[config.mk]
export PLATFORM = sky130hd
export DESIGN_NAME = pic_int_sequencer_flat
export DESIGN_NICKNAME = d
export VERILOG_FILES = /design/src/rtl/pic_int_sequencer_if.sv /design/src/rtl/pic_int_sequencer.sv /design/src/flat_wrapper.sv
export SDC_FILE = /design/constraint.sdc
export NUM_CORES = 1
export LEC_CHECK = 0
export BUFFER_PORTS_ARGS = -buffer_cell sky130_fd_sc_hd__buf_2
export CORE_UTILIZATION = 61
export CTS_CLUSTER_SIZE = 12
export DETAILED_ROUTE_END_ITERATION = 8
export PLACE_DENSITY = 0.82
export SYNTH_ARGS = -nofsm -noshare
export SYNTH_HDL_FRONTEND = slang
export SYNTH_SLANG_ARGS = --single-unit
[constraint.sdc]
create_clock -name CLK -period 9.8 [get_ports CLK]
set_input_delay 1.47 -clock CLK [delete_from_list [all_inputs] [get_ports CLK]]
set_output_delay 1.47 -clock CLK [all_outputs]
set_load 0.05 [all_outputs]
[src/rtl/pic_int_sequencer_if.sv]
// Signal bundle between the 8259 interrupt sequencer core and its surroundings
// (request lines, INTA strobe, configuration, vector and status outputs).
interface pic_int_sequencer_if;
  logic [7:0] IR;
  logic       INTA_n;
  logic       INIT;
  logic       LTIM;
  logic       AEOI;
  logic [7:0] IMR;
  logic [4:0] VEC_BASE;
  logic       OCW2_WR;
  logic [7:0] OCW2_DATA;
  logic       INT;
  logic [7:0] VEC_DATA;
  logic       VEC_OE;
  logic [7:0] IRR_Q;
  logic [7:0] ISR_Q;

  modport master (
    output IR, INTA_n, INIT, LTIM, AEOI, IMR, VEC_BASE, OCW2_WR, OCW2_DATA,
    input  INT, VEC_DATA, VEC_OE, IRR_Q, ISR_Q
  );

  modport slave (
    input  IR, INTA_n, INIT, LTIM, AEOI, IMR, VEC_BASE, OCW2_WR, OCW2_DATA,
    output INT, VEC_DATA, VEC_OE, IRR_Q, ISR_Q
  );
endinterface

[src/rtl/pic_int_sequencer.sv]
// 8259 interrupt controller core: IRR/ISR, rotating priority resolution,
// INT generation and the two-pulse INTA vector handshake with OCW2 commands.
module pic_int_sequencer #(
    parameter int unsigned SYNC_STAGES    = 2,
    parameter int unsigned SPURIOUS_LEVEL = 7
) (
    input logic                  CLK,
    input logic                  RESET,
    pic_int_sequencer_if.slave   bus
);

    typedef enum logic [2:0] {IDLE, PEND, ACK1, WAIT2, VEC} state_t;

    // Returns {found, level} of the best-ranked set bit, scanning from lowest+1.
    function automatic logic [3:0] pick(input logic [7:0] v, input logic [2:0] low);
        logic [3:0] r;
        logic [2:0] i;
        r = '0;
        for (int unsigned k = 0; k < 8; k++) begin
            i = low + 3'd1 + 3'(k);
            if (!r[3] && v[i]) r = {1'b1, i};
        end
        return r;
    endfunction

    logic [7:0] ir_sync   [SYNC_STAGES];
    logic       inta_sync [SYNC_STAGES];
    logic [7:0] ir_s, ir_prev;
    logic       inta_s, inta_prev, inta_fall, inta_rise;

    state_t     state_q, state_d;
    logic [7:0] irr_q, irr_d, isr_q, isr_d, isr_o, req, irr_clr;
    logic [2:0] lowest_q, low_o, lvl_q, lvl_d;
    logic       spur_q, spur_d;
    logic [7:0] vec_q, vec_d;
    logic [3:0] h_now, cand, hisr;
    logic       int_cond, ack_set, aeoi_clr;
    logic [2:0] ocw_l;
    logic       unused_ocw2_bits;

    assign unused_ocw2_bits = ^bus.OCW2_DATA[4:3];

    always_ff @(posedge CLK) begin
        ir_sync[0]   <= bus.IR;
        inta_sync[0] <= bus.INTA_n;
        for (int unsigned s = 1; s < SYNC_STAGES; s++) begin
            ir_sync[s]   <= ir_sync[s-1];
            inta_sync[s] <= inta_sync[s-1];
        end
        ir_prev   <= ir_s;
        inta_prev <= inta_s;
    end

    assign ir_s      = ir_sync[SYNC_STAGES-1];
    assign inta_s    = inta_sync[SYNC_STAGES-1];
    assign inta_fall = inta_prev & ~inta_s;
    assign inta_rise = ~inta_prev & inta_s;

    // OCW2 takes effect before resolution so an INTA in the same cycle sees it.
    always_comb begin
        isr_o = isr_q;
        low_o = lowest_q;
        ocw_l = bus.OCW2_DATA[2:0];
        h_now = pick(isr_q, lowest_q);
        if (bus.OCW2_WR) begin
            unique case (bus.OCW2_DATA[7:5])
                3'b001: if (h_now[3]) isr_o[h_now[2:0]] = 1'b0;
                3'b011: isr_o[ocw_l] = 1'b0;
                3'b101: if (h_now[3]) begin
                    isr_o[h_now[2:0]] = 1'b0;
                    low_o = h_now[2:0];
                end
                3'b111: begin
                    isr_o[ocw_l] = 1'b0;
                    low_o = ocw_l;
                end
                3'b110: low_o = ocw_l;
                default: ;
            endcase
        end
    end

    always_comb begin
        req      = irr_q & ~bus.IMR;
        cand     = pick(req, low_o);
        hisr     = pick(isr_o, low_o);
        int_cond = cand[3] && (!hisr[3] ||
                   ((cand[2:0] - low_o - 3'd1) < (hisr[2:0] - low_o - 3'd1)));
    end

    always_comb begin
        state_d  = state_q;
        lvl_d    = lvl_q;
        spur_d   = spur_q;
        vec_d    = vec_q;
        ack_set  = 1'b0;
        aeoi_clr = 1'b0;
        unique case (state_q)
            IDLE:  if (int_cond) state_d = PEND;
            PEND:  if (inta_fall) begin
                state_d = ACK1;
                lvl_d   = cand[3] ? cand[2:0] : 3'(SPURIOUS_LEVEL);
                spur_d  = !cand[3];
                ack_set = cand[3];
            end
            ACK1:  if (inta_rise) state_d = WAIT2;
            WAIT2: if (inta_fall) begin
                state_d = VEC;
                vec_d   = {bus.VEC_BASE, lvl_q};
            end
            VEC:   if (inta_rise) begin
                state_d  = IDLE;
                aeoi_clr = bus.AEOI && !spur_q;
            end
            default: state_d = IDLE;
        endcase
    end

    always_comb begin
        isr_d   = isr_o;
        irr_clr = '0;
        if (ack_set) begin
            isr_d[cand[2:0]]   = 1'b1;
            irr_clr[cand[2:0]] = 1'b1;
        end
        if (aeoi_clr) isr_d[lvl_q] = 1'b0;
        // A fresh edge on the bit being acknowledged re-arms it.
        irr_d = bus.LTIM ? ir_s : ((irr_q & ~irr_clr) | (ir_s & ~ir_prev));
    end

    always_ff @(posedge CLK) begin
        if (RESET || bus.INIT) begin
            state_q  <= IDLE;
            irr_q    <= '0;
            isr_q    <= '0;
            lowest_q <= 3'd7;
            lvl_q    <= '0;
            spur_q   <= 1'b0;
            vec_q    <= '0;
        end else begin
            state_q  <= state_d;
            irr_q    <= irr_d;
            isr_q    <= isr_d;
            lowest_q <= low_o;
            lvl_q    <= lvl_d;
            spur_q   <= spur_d;
            vec_q    <= vec_d;
        end
    end

    assign bus.INT      = (state_q == PEND);
    assign bus.VEC_OE   = (state_q == VEC);
    assign bus.VEC_DATA = vec_q;
    assign bus.IRR_Q    = irr_q;
    assign bus.ISR_Q    = isr_q;

endmodule

[src/flat_wrapper.sv]
// flat-port wrapper written by rule: the top's interface ports become plain ports
module pic_int_sequencer_flat 
#(
    parameter int unsigned SYNC_STAGES    = 2,
    parameter int unsigned SPURIOUS_LEVEL = 7
)
  (CLK, RESET, bus_IR, bus_INTA_n, bus_INIT, bus_LTIM, bus_AEOI, bus_IMR, bus_VEC_BASE, bus_OCW2_WR, bus_OCW2_DATA, bus_INT, bus_VEC_DATA, bus_VEC_OE, bus_IRR_Q, bus_ISR_Q);
  pic_int_sequencer_if bus_i ();
  input logic CLK;
  input logic RESET;
  input wire logic [$bits(bus_i.IR)-1:0] bus_IR;
  input wire logic [$bits(bus_i.INTA_n)-1:0] bus_INTA_n;
  input wire logic [$bits(bus_i.INIT)-1:0] bus_INIT;
  input wire logic [$bits(bus_i.LTIM)-1:0] bus_LTIM;
  input wire logic [$bits(bus_i.AEOI)-1:0] bus_AEOI;
  input wire logic [$bits(bus_i.IMR)-1:0] bus_IMR;
  input wire logic [$bits(bus_i.VEC_BASE)-1:0] bus_VEC_BASE;
  input wire logic [$bits(bus_i.OCW2_WR)-1:0] bus_OCW2_WR;
  input wire logic [$bits(bus_i.OCW2_DATA)-1:0] bus_OCW2_DATA;
  output wire logic [$bits(bus_i.INT)-1:0] bus_INT;
  output wire logic [$bits(bus_i.VEC_DATA)-1:0] bus_VEC_DATA;
  output wire logic [$bits(bus_i.VEC_OE)-1:0] bus_VEC_OE;
  output wire logic [$bits(bus_i.IRR_Q)-1:0] bus_IRR_Q;
  output wire logic [$bits(bus_i.ISR_Q)-1:0] bus_ISR_Q;
  assign bus_i.IR = bus_IR;
  assign bus_i.INTA_n = bus_INTA_n;
  assign bus_i.INIT = bus_INIT;
  assign bus_i.LTIM = bus_LTIM;
  assign bus_i.AEOI = bus_AEOI;
  assign bus_i.IMR = bus_IMR;
  assign bus_i.VEC_BASE = bus_VEC_BASE;
  assign bus_i.OCW2_WR = bus_OCW2_WR;
  assign bus_i.OCW2_DATA = bus_OCW2_DATA;
  assign bus_INT = bus_i.INT;
  assign bus_VEC_DATA = bus_i.VEC_DATA;
  assign bus_VEC_OE = bus_i.VEC_OE;
  assign bus_IRR_Q = bus_i.IRR_Q;
  assign bus_ISR_Q = bus_i.ISR_Q;
  pic_int_sequencer #(.SYNC_STAGES(SYNC_STAGES), .SPURIOUS_LEVEL(SPURIOUS_LEVEL)) u_core (.CLK(CLK), .RESET(RESET), .bus(bus_i));
endmodule
### Word-level counts from Yosys, hierarchy flattened

Memories as Yosys holds them, arrays and structs flattened.
Cells that the tools add are included.

| word-level totals | value |
|---|---|
| bits in registers | 43 |
| bits in writable memories | 18 |
| input port bits | 36 |
| output and inout port bits | 26 |
| word-level logic and storage cells | 249 |
| memories kept | 2 |

| cells by class | value |
|---|---|
| $add $sub $neg | 20 |
| $lt $le $gt $ge | 25 |
| equality and inequality tests | 14 |
| multiplexer cells | 101 |
| bitwise gates (word level) | 18 |
| reductions and logical operators | 60 |

Memory list:

| memory | words | width | read ports | clocked after memory_dff | wr ports | line | source |
|---|---|---|---|---|---|---|---|
| u_core.ir_sync | 2 | 8 | 2 | 0 | 2 | pic_int_sequencer.sv:26 | `logic [7:0] ir_sync [SYNC_STAGES];` |
| u_core.inta_sync | 2 | 1 | 2 | 0 | 2 | pic_int_sequencer.sv:27 | `logic inta_sync [SYNC_STAGES];` |

Operators by type and width:

| kind | number |
|---|---|
| two-way mux 4 bit | 24 |
| less-than comparator 3 x 4 -> 1 bit, second input constant | 20 |
| binary-select mux 1 bit (select 3 bit) | 24 |
| AND 8 bit | 6 |
| two-way mux 8 bit | 6 |
| inverter 8 bit | 6 |
| two-way mux 1 bit | 32 |
| logical AND 1 bit | 27 |
| adder 3 bit, second input constant | 8 |
| zero test 1 bit | 24 |
| two-way mux 3 bit | 8 |
| OR 8 bit | 2 |
| case mux 8 bit (2 select lines) | 1 |
| case mux 3 bit (5 select lines) | 1 |
| adder 3 x 1 -> 3 bit, second input constant | 4 |
| adder 3 x 2 -> 3 bit, second input constant | 4 |
| demux 1 bit (select 3 bit) | 4 |
| equality test 3 bit, second input constant | 4 |
| greater-or-equal comparator 3 x 1 -> 1 bit, second input constant | 4 |
| != test 2 x 1 -> 1 bit, second input constant | 5 |
| equality test 3 x 2 -> 1 bit, second input constant | 3 |
| equality test 3 x 1 -> 1 bit, second input constant | 2 |
| case mux 3 bit (2 select lines) | 1 |
| OR reduction 2 bit | 3 |
| 9 further kinds | 15 |

### Depth between registers and ports, before layout

| depth | value |
|---|---|
| depth after elaboration | 65 |
| gate-level depth with buffers | 41 |
| mapped depth without buffers | 33 |

### Worst setup path after synthesis

No wires, ideal clock.

| path | value |
|---|---|
| path kind | register to register |
| start | register u_core.lowest_q[0] |
| end | register u_core.state_q[0] |
| data arrival time | 8383 ps |
| required time | 9714 ps |
| setup slack | 1331 ps |
| cell stages (with the launch flop) | 38 |
| buffers on the path | 11 |
| period minus slack after synthesis | 8469 ps |
| cell sequence | dfxtp_1 buf_6 buf_2 clkinv_1 ha_1 buf_4 buf_4 buf_2 mux2i_1 nand2_1 o32ai_1 nor4_1 o22ai_2 a21oi_2 o21ai_2 nand2_2 buf_2 clkbuf_1 [2 not listed] clkbuf_1 clkbuf_1 clkbuf_1 nor2_1 a22o_1 or3_1 o21bai_1 nor3_1 nand2b_1 a21oi_1 a211oi_1 fa_1 ha_1 a21o_1 a21oi_1 a21oi_1 or4_1 a211oi_1 |

| on the way | value |
|---|---|
| elaborated cells between the ends (all ways) | 153 |
| those cells by class | add/sub: 20; order compare: 3; eq/ne: 1; mux: 80; bitwise: 2; reduce/logical: 47 |

RTL lines:

| element | line | source |
|---|---|---|
| start, declared | pic_int_sequencer.sv:33 | `logic [2:0] lowest_q, low_o, lvl_q, lvl_d;` |
| start signal, assigned | pic_int_sequencer.sv:144 | `lowest_q <= low_o;` |
| parallel branches: the longest is 27 deep, another holds adder 3 x 1 -> 3 bit | -- |  |
| two-way mux 3 bit * | pic_int_sequencer.sv:65 | `if (bus.OCW2_WR) begin` |
| named net u_core.low_o[0] | pic_int_sequencer.sv:33 |  |
| parallel branches: the longest is 29 deep, another holds adder 3 x 1 -> 3 bit | -- |  |
| logical AND 1 bit * | pic_int_sequencer.sv:87 | `int_cond = cand[3] && (!hisr[3] \|\|` |
| != test 2 x 1 -> 1 bit (no line) * | -- |  |
| AND reduction 5 bit (no line) * | -- |  |
| end signal, assigned | pic_int_sequencer.sv:141 | `state_q <= state_d;` |
| end, declared | pic_int_sequencer.sv:31 | `state_t state_q, state_d;` |

Mark *: on every way through the listed nets, which the timed path passes. The select of a mux whose other input is x is not followed.
A chain may end at the register's enable or synchronous reset.

### Worst setup path in the final report

| path | value |
|---|---|
| start | register u_core.lowest_q[0] |
| end | register u_core.state_q[0] |

| on the way | value |
|---|---|
| elaborated cells between the ends (all ways) | 153 |
| those cells by class | add/sub: 20; order compare: 3; eq/ne: 1; mux: 80; bitwise: 2; reduce/logical: 47 |

RTL lines:

| element | line | source |
|---|---|---|
| adder 3 x 1 -> 3 bit * | pic_int_sequencer.sv:20 | `i = low + 3'd1 + 3'(k);` |
| parallel branches: the longest is 23 deep, another holds adder 3 x 1 -> 3 bit | -- |  |
| two-way mux 4 bit * | pic_int_sequencer.sv:21 | `if (!r[3] && v[i]) r = {1'b1, i};` |
| two-way mux 3 bit * | pic_int_sequencer.sv:69 | `3'b101: if (h_now[3]) begin` |
| case mux 3 bit (2 select lines) * | pic_int_sequencer.sv:66 | `unique case (bus.OCW2_DATA[7:5])` |
| two-way mux 3 bit * | pic_int_sequencer.sv:65 |  |
| named net u_core.low_o[1] | pic_int_sequencer.sv:33 |  |
| parallel branches: the longest is 29 deep, another holds adder 3 x 1 -> 3 bit | -- |  |
| logical AND 1 bit * | pic_int_sequencer.sv:87 |  |
| != test 2 x 1 -> 1 bit (no line) * | -- |  |
| AND reduction 5 bit (no line) * | -- |  |

Marked as above.

==> impl_metrics.ini <==
[min_path]
min-delay-start = u_core.ir_sync[0][6]
min_to = u_core.ir_sync[0][14]
whs_path_depth = 0
hold_class = reg2reg

[yosys]
synth_area_leaders = dfxtp_1 20%, mux4_2 7.9%, mux2i_1 5.8%, nor2_1 4.6%, nand2_1 4.0%
ys_types = 98
synth_edf_count = 0
synth_commonest_cells = 73 x nor2_1, 64 x nand2_1, 61 x dfxtp_1
synth_nets = 788
synth_top_area_share_pct = 20.4
yosysMostFrequentCell = nor2_1
synth_top_area_cell = dfxtp_1
async_flop_share_pct = 0
synth_ff_type = dfxtp_1
syn_inst = 742
yosysSeqAreaShare_pct = 20.4
syn_area_sq_um = 6000
avgSynthCellArea_sq_um = 8.09
ys_ff_latch = 61
yosysWarningCount = 0

[critical_path]
reg2reg_to = u_core.state_q[0]
path_delay_family = compound AO/OA/AOI/OAI gates
worstPathRequired_ns = 10.05
r2r_slack_ns = 0.77
path_class = reg2reg
cp-end-kind = flip-flop
cp_slowest_cell = ha_2
worst_ep_arrival_time_ns = 9.29
crit_path_frequent_cell = a211oi_1
critPathMaxFanout = 23
reg2reg_depth = 28
startpoint_type = flip-flop
crit_path_max_incr_delay_ns = 0.80
rr_startpoint = u_core.lowest_q[0]
critPathBufInv = 2

[cts]
root_buffer = clkbuf_8
path_clk_slew_ns = 0.07
clockBufferDepth = 2
numCtsBuffers = 9
htree_num_levels = 3
cts_tree = done
hold_buffers = 0
clk_latency_ns = 0.34
clock-sinks = 61

[sta]
clock.fmax_ghz = 0.111
rsz0062_at_grt = no
skew_ns = 0.00519
hold_slack_ns = 0.329
worst_slack_ns = 0.765
maxSlewHeadroom_pct = 45.9
finalSetupTns_ns = 0
fin_crit_ns = 9.03
hold_viol_final = 0
finalMaxSlewViolations = 0
period_share_pct = 92.2
setup_viol = 0
tightest_slew_ns = 0.801

[die]
start_util_pct = 64.0
core.rowCount = 35
die_w_um = 101
fp.dieH_um = 101
io_pins = 62
die-area_sq_um = 10200
core_area_sq_um = 9370

[power_and_ir_drop]
internal-power_mw = 0.515
power.leakage_nw = 2.65
power_density_nw_per_um2 = 132
ir_drop_v = 0.000222
pwr-share-clk_pct = 26.6
switching_power_mw = 0.346
seqPwrFrac_pct = 30.8
finalPower_mw = 0.861
p_sw_share_pct = 40.1
combPwrFrac_pct = 42.6

[drt]
wirelength_um = 17800
first_pass_iters = 5
drt_iter0_markers = 583
drc = 0
routed-via-count = 6360
post_drt_wl_per_cell_um = 19.6
antenna_left = 0
via_per_inst = 7.00

[cells_and_area]
final_nets = 820
diodes = 0
final_layout_size_suffix_gt1_share_pct = 19.9
area_growth_pct = 8.38

[place]
portBuffers = 59
place_congestion = 0.991
dp_hpwl_um = 12700
dp_slack_ns = 0.656

[outcome]
status = completed

[global_route]
grt_pass1_wl_um = 29000
first_global_vias = 5978
antenna_found_initial = 0
track_usage_pct = 35.8
grt_max_degree = 44
grt_overflow = 0

[job]
max_cap_viol_count = 0
==> sequential cells by signal, indices dropped and copies added, names as in the netlist <==
signal,count
u_core.ir_prev,8
u_core.ir_sync,16
u_core.bus.ISR_Q,8
u_core.state_q,3
u_core.lvl_q,3
u_core.inta_prev,1
u_core.lowest_q,3
u_core.spur_q,1
u_core.bus.VEC_DATA,8
u_core.bus.IRR_Q,8
u_core.inta_sync,2
==> layout make-up <==
class                      instances  area [sq um]
sequential                        61          1220
timing repair buffer              68           363
clock inverter                     7          80.1
tap                              129           161
clock buffer                       9           124
inverter                          35           134
multi-input combinational        599          4420
fill                             762          2870
==> cell usage in the layout (no fill, tap or decap), drive strengths merged, types with 6 or more instances in the layout <==
cell	count
o21ai	39
or2	7
o211ai	14
mux4	22
xnor2	7
nor3	24
a21o	13
ha	8
nor4	14
nand2	67
mux2	11
mux2i	35
o221ai	6
nor2b	9
a31oi	11
inv	37
clkbuf	9
buf	68
o21a	6
and2	7
a21boi	10
o221a	6
dfxtp	61
nand2b	21
nor2	75
a21oi	36
nand3	18
or3	7
a211oi	19
==> per-layer routing <==
layer	global-route usage [%]	routed length (um)
met4	12.9	323
met1	48.7	7280
met5	0	0
met2	58.0	8390
met3	5.24	1790
==> worst register-to-register path, delay by kind of cell (launching register included) <==
family                   cells  cell delay, ns
buffers and inverters        2            0.62
flip-flops                   1            0.34
AND/OR/NAND/NOR              8            1.94
adder cells (fa/ha/maj)      4            1.95
multiplexers                 2            1.17
AO/OA/AOI/OAI               12            2.92
==> power groups by stage <==
stage / clock, mW / combinational [mW] / sequential [mW]
floorplan: 0 / 0.279 / 0.272
global placement: 0 / 0.346 / 0.270
detailed placement: 0 / 0.356 / 0.270
CTS: 0.232 / 0.359 / 0.265
global route: 0.242 / 0.401 / 0.266
finish: 0.229 / 0.367 / 0.265
==> kinds of logic after synthesis <==
kind of cell | after synthesis | synth area share [%]
and+or+nand+nor | 271 | 22.6
AOI/OAI and AO/OA | 235 | 29.1
buffers and inverters | 82 | 6.03
muxes | 68 | 16.3
DFF | 61 | 20.4
xor gates and xnor gates | 14 | 3.19
adders and majority gates | 11 | 2.50
==> stage by stage <==
step,instances,cell area (sq um),utilization [%]
after global placement,892,6300,67.2
final,908,6500,69.4
after global routing,908,6500,69.4
after CTS,908,6500,69.4
after detailed placement,892,6300,67.2
after floorplan,742,6000,-
==> how the worst max path moves through the flow <==
stage,startpoint,endpoint,slack [ns],depth (start not counted)
3_3_place_gp,u_core.lowest_q[0],u_core.state_q[0],0.88,28
2_1_floorplan,u_core.lowest_q[0],u_core.state_q[0],1.33,37
6_report,u_core.lowest_q[0],u_core.state_q[0],0.77,28
3_5_place_dp,u_core.lowest_q[0],u_core.state_q[0],0.66,28
4_1_cts,u_core.lowest_q[0],u_core.state_q[0],0.61,28
5_1_grt,u_core.lowest_q[0],u_core.state_q[0],0.05,28
==> what timing repair did <==
| item | in CTS | in global routing |
|---|---|---|
| setup endpoints to repair | 0 | 1 |
| buffers inserted | 0 | 0 |
| resized for setup | 0 | 1 |
Note: power is estimated with default switching activity, not from simulation.
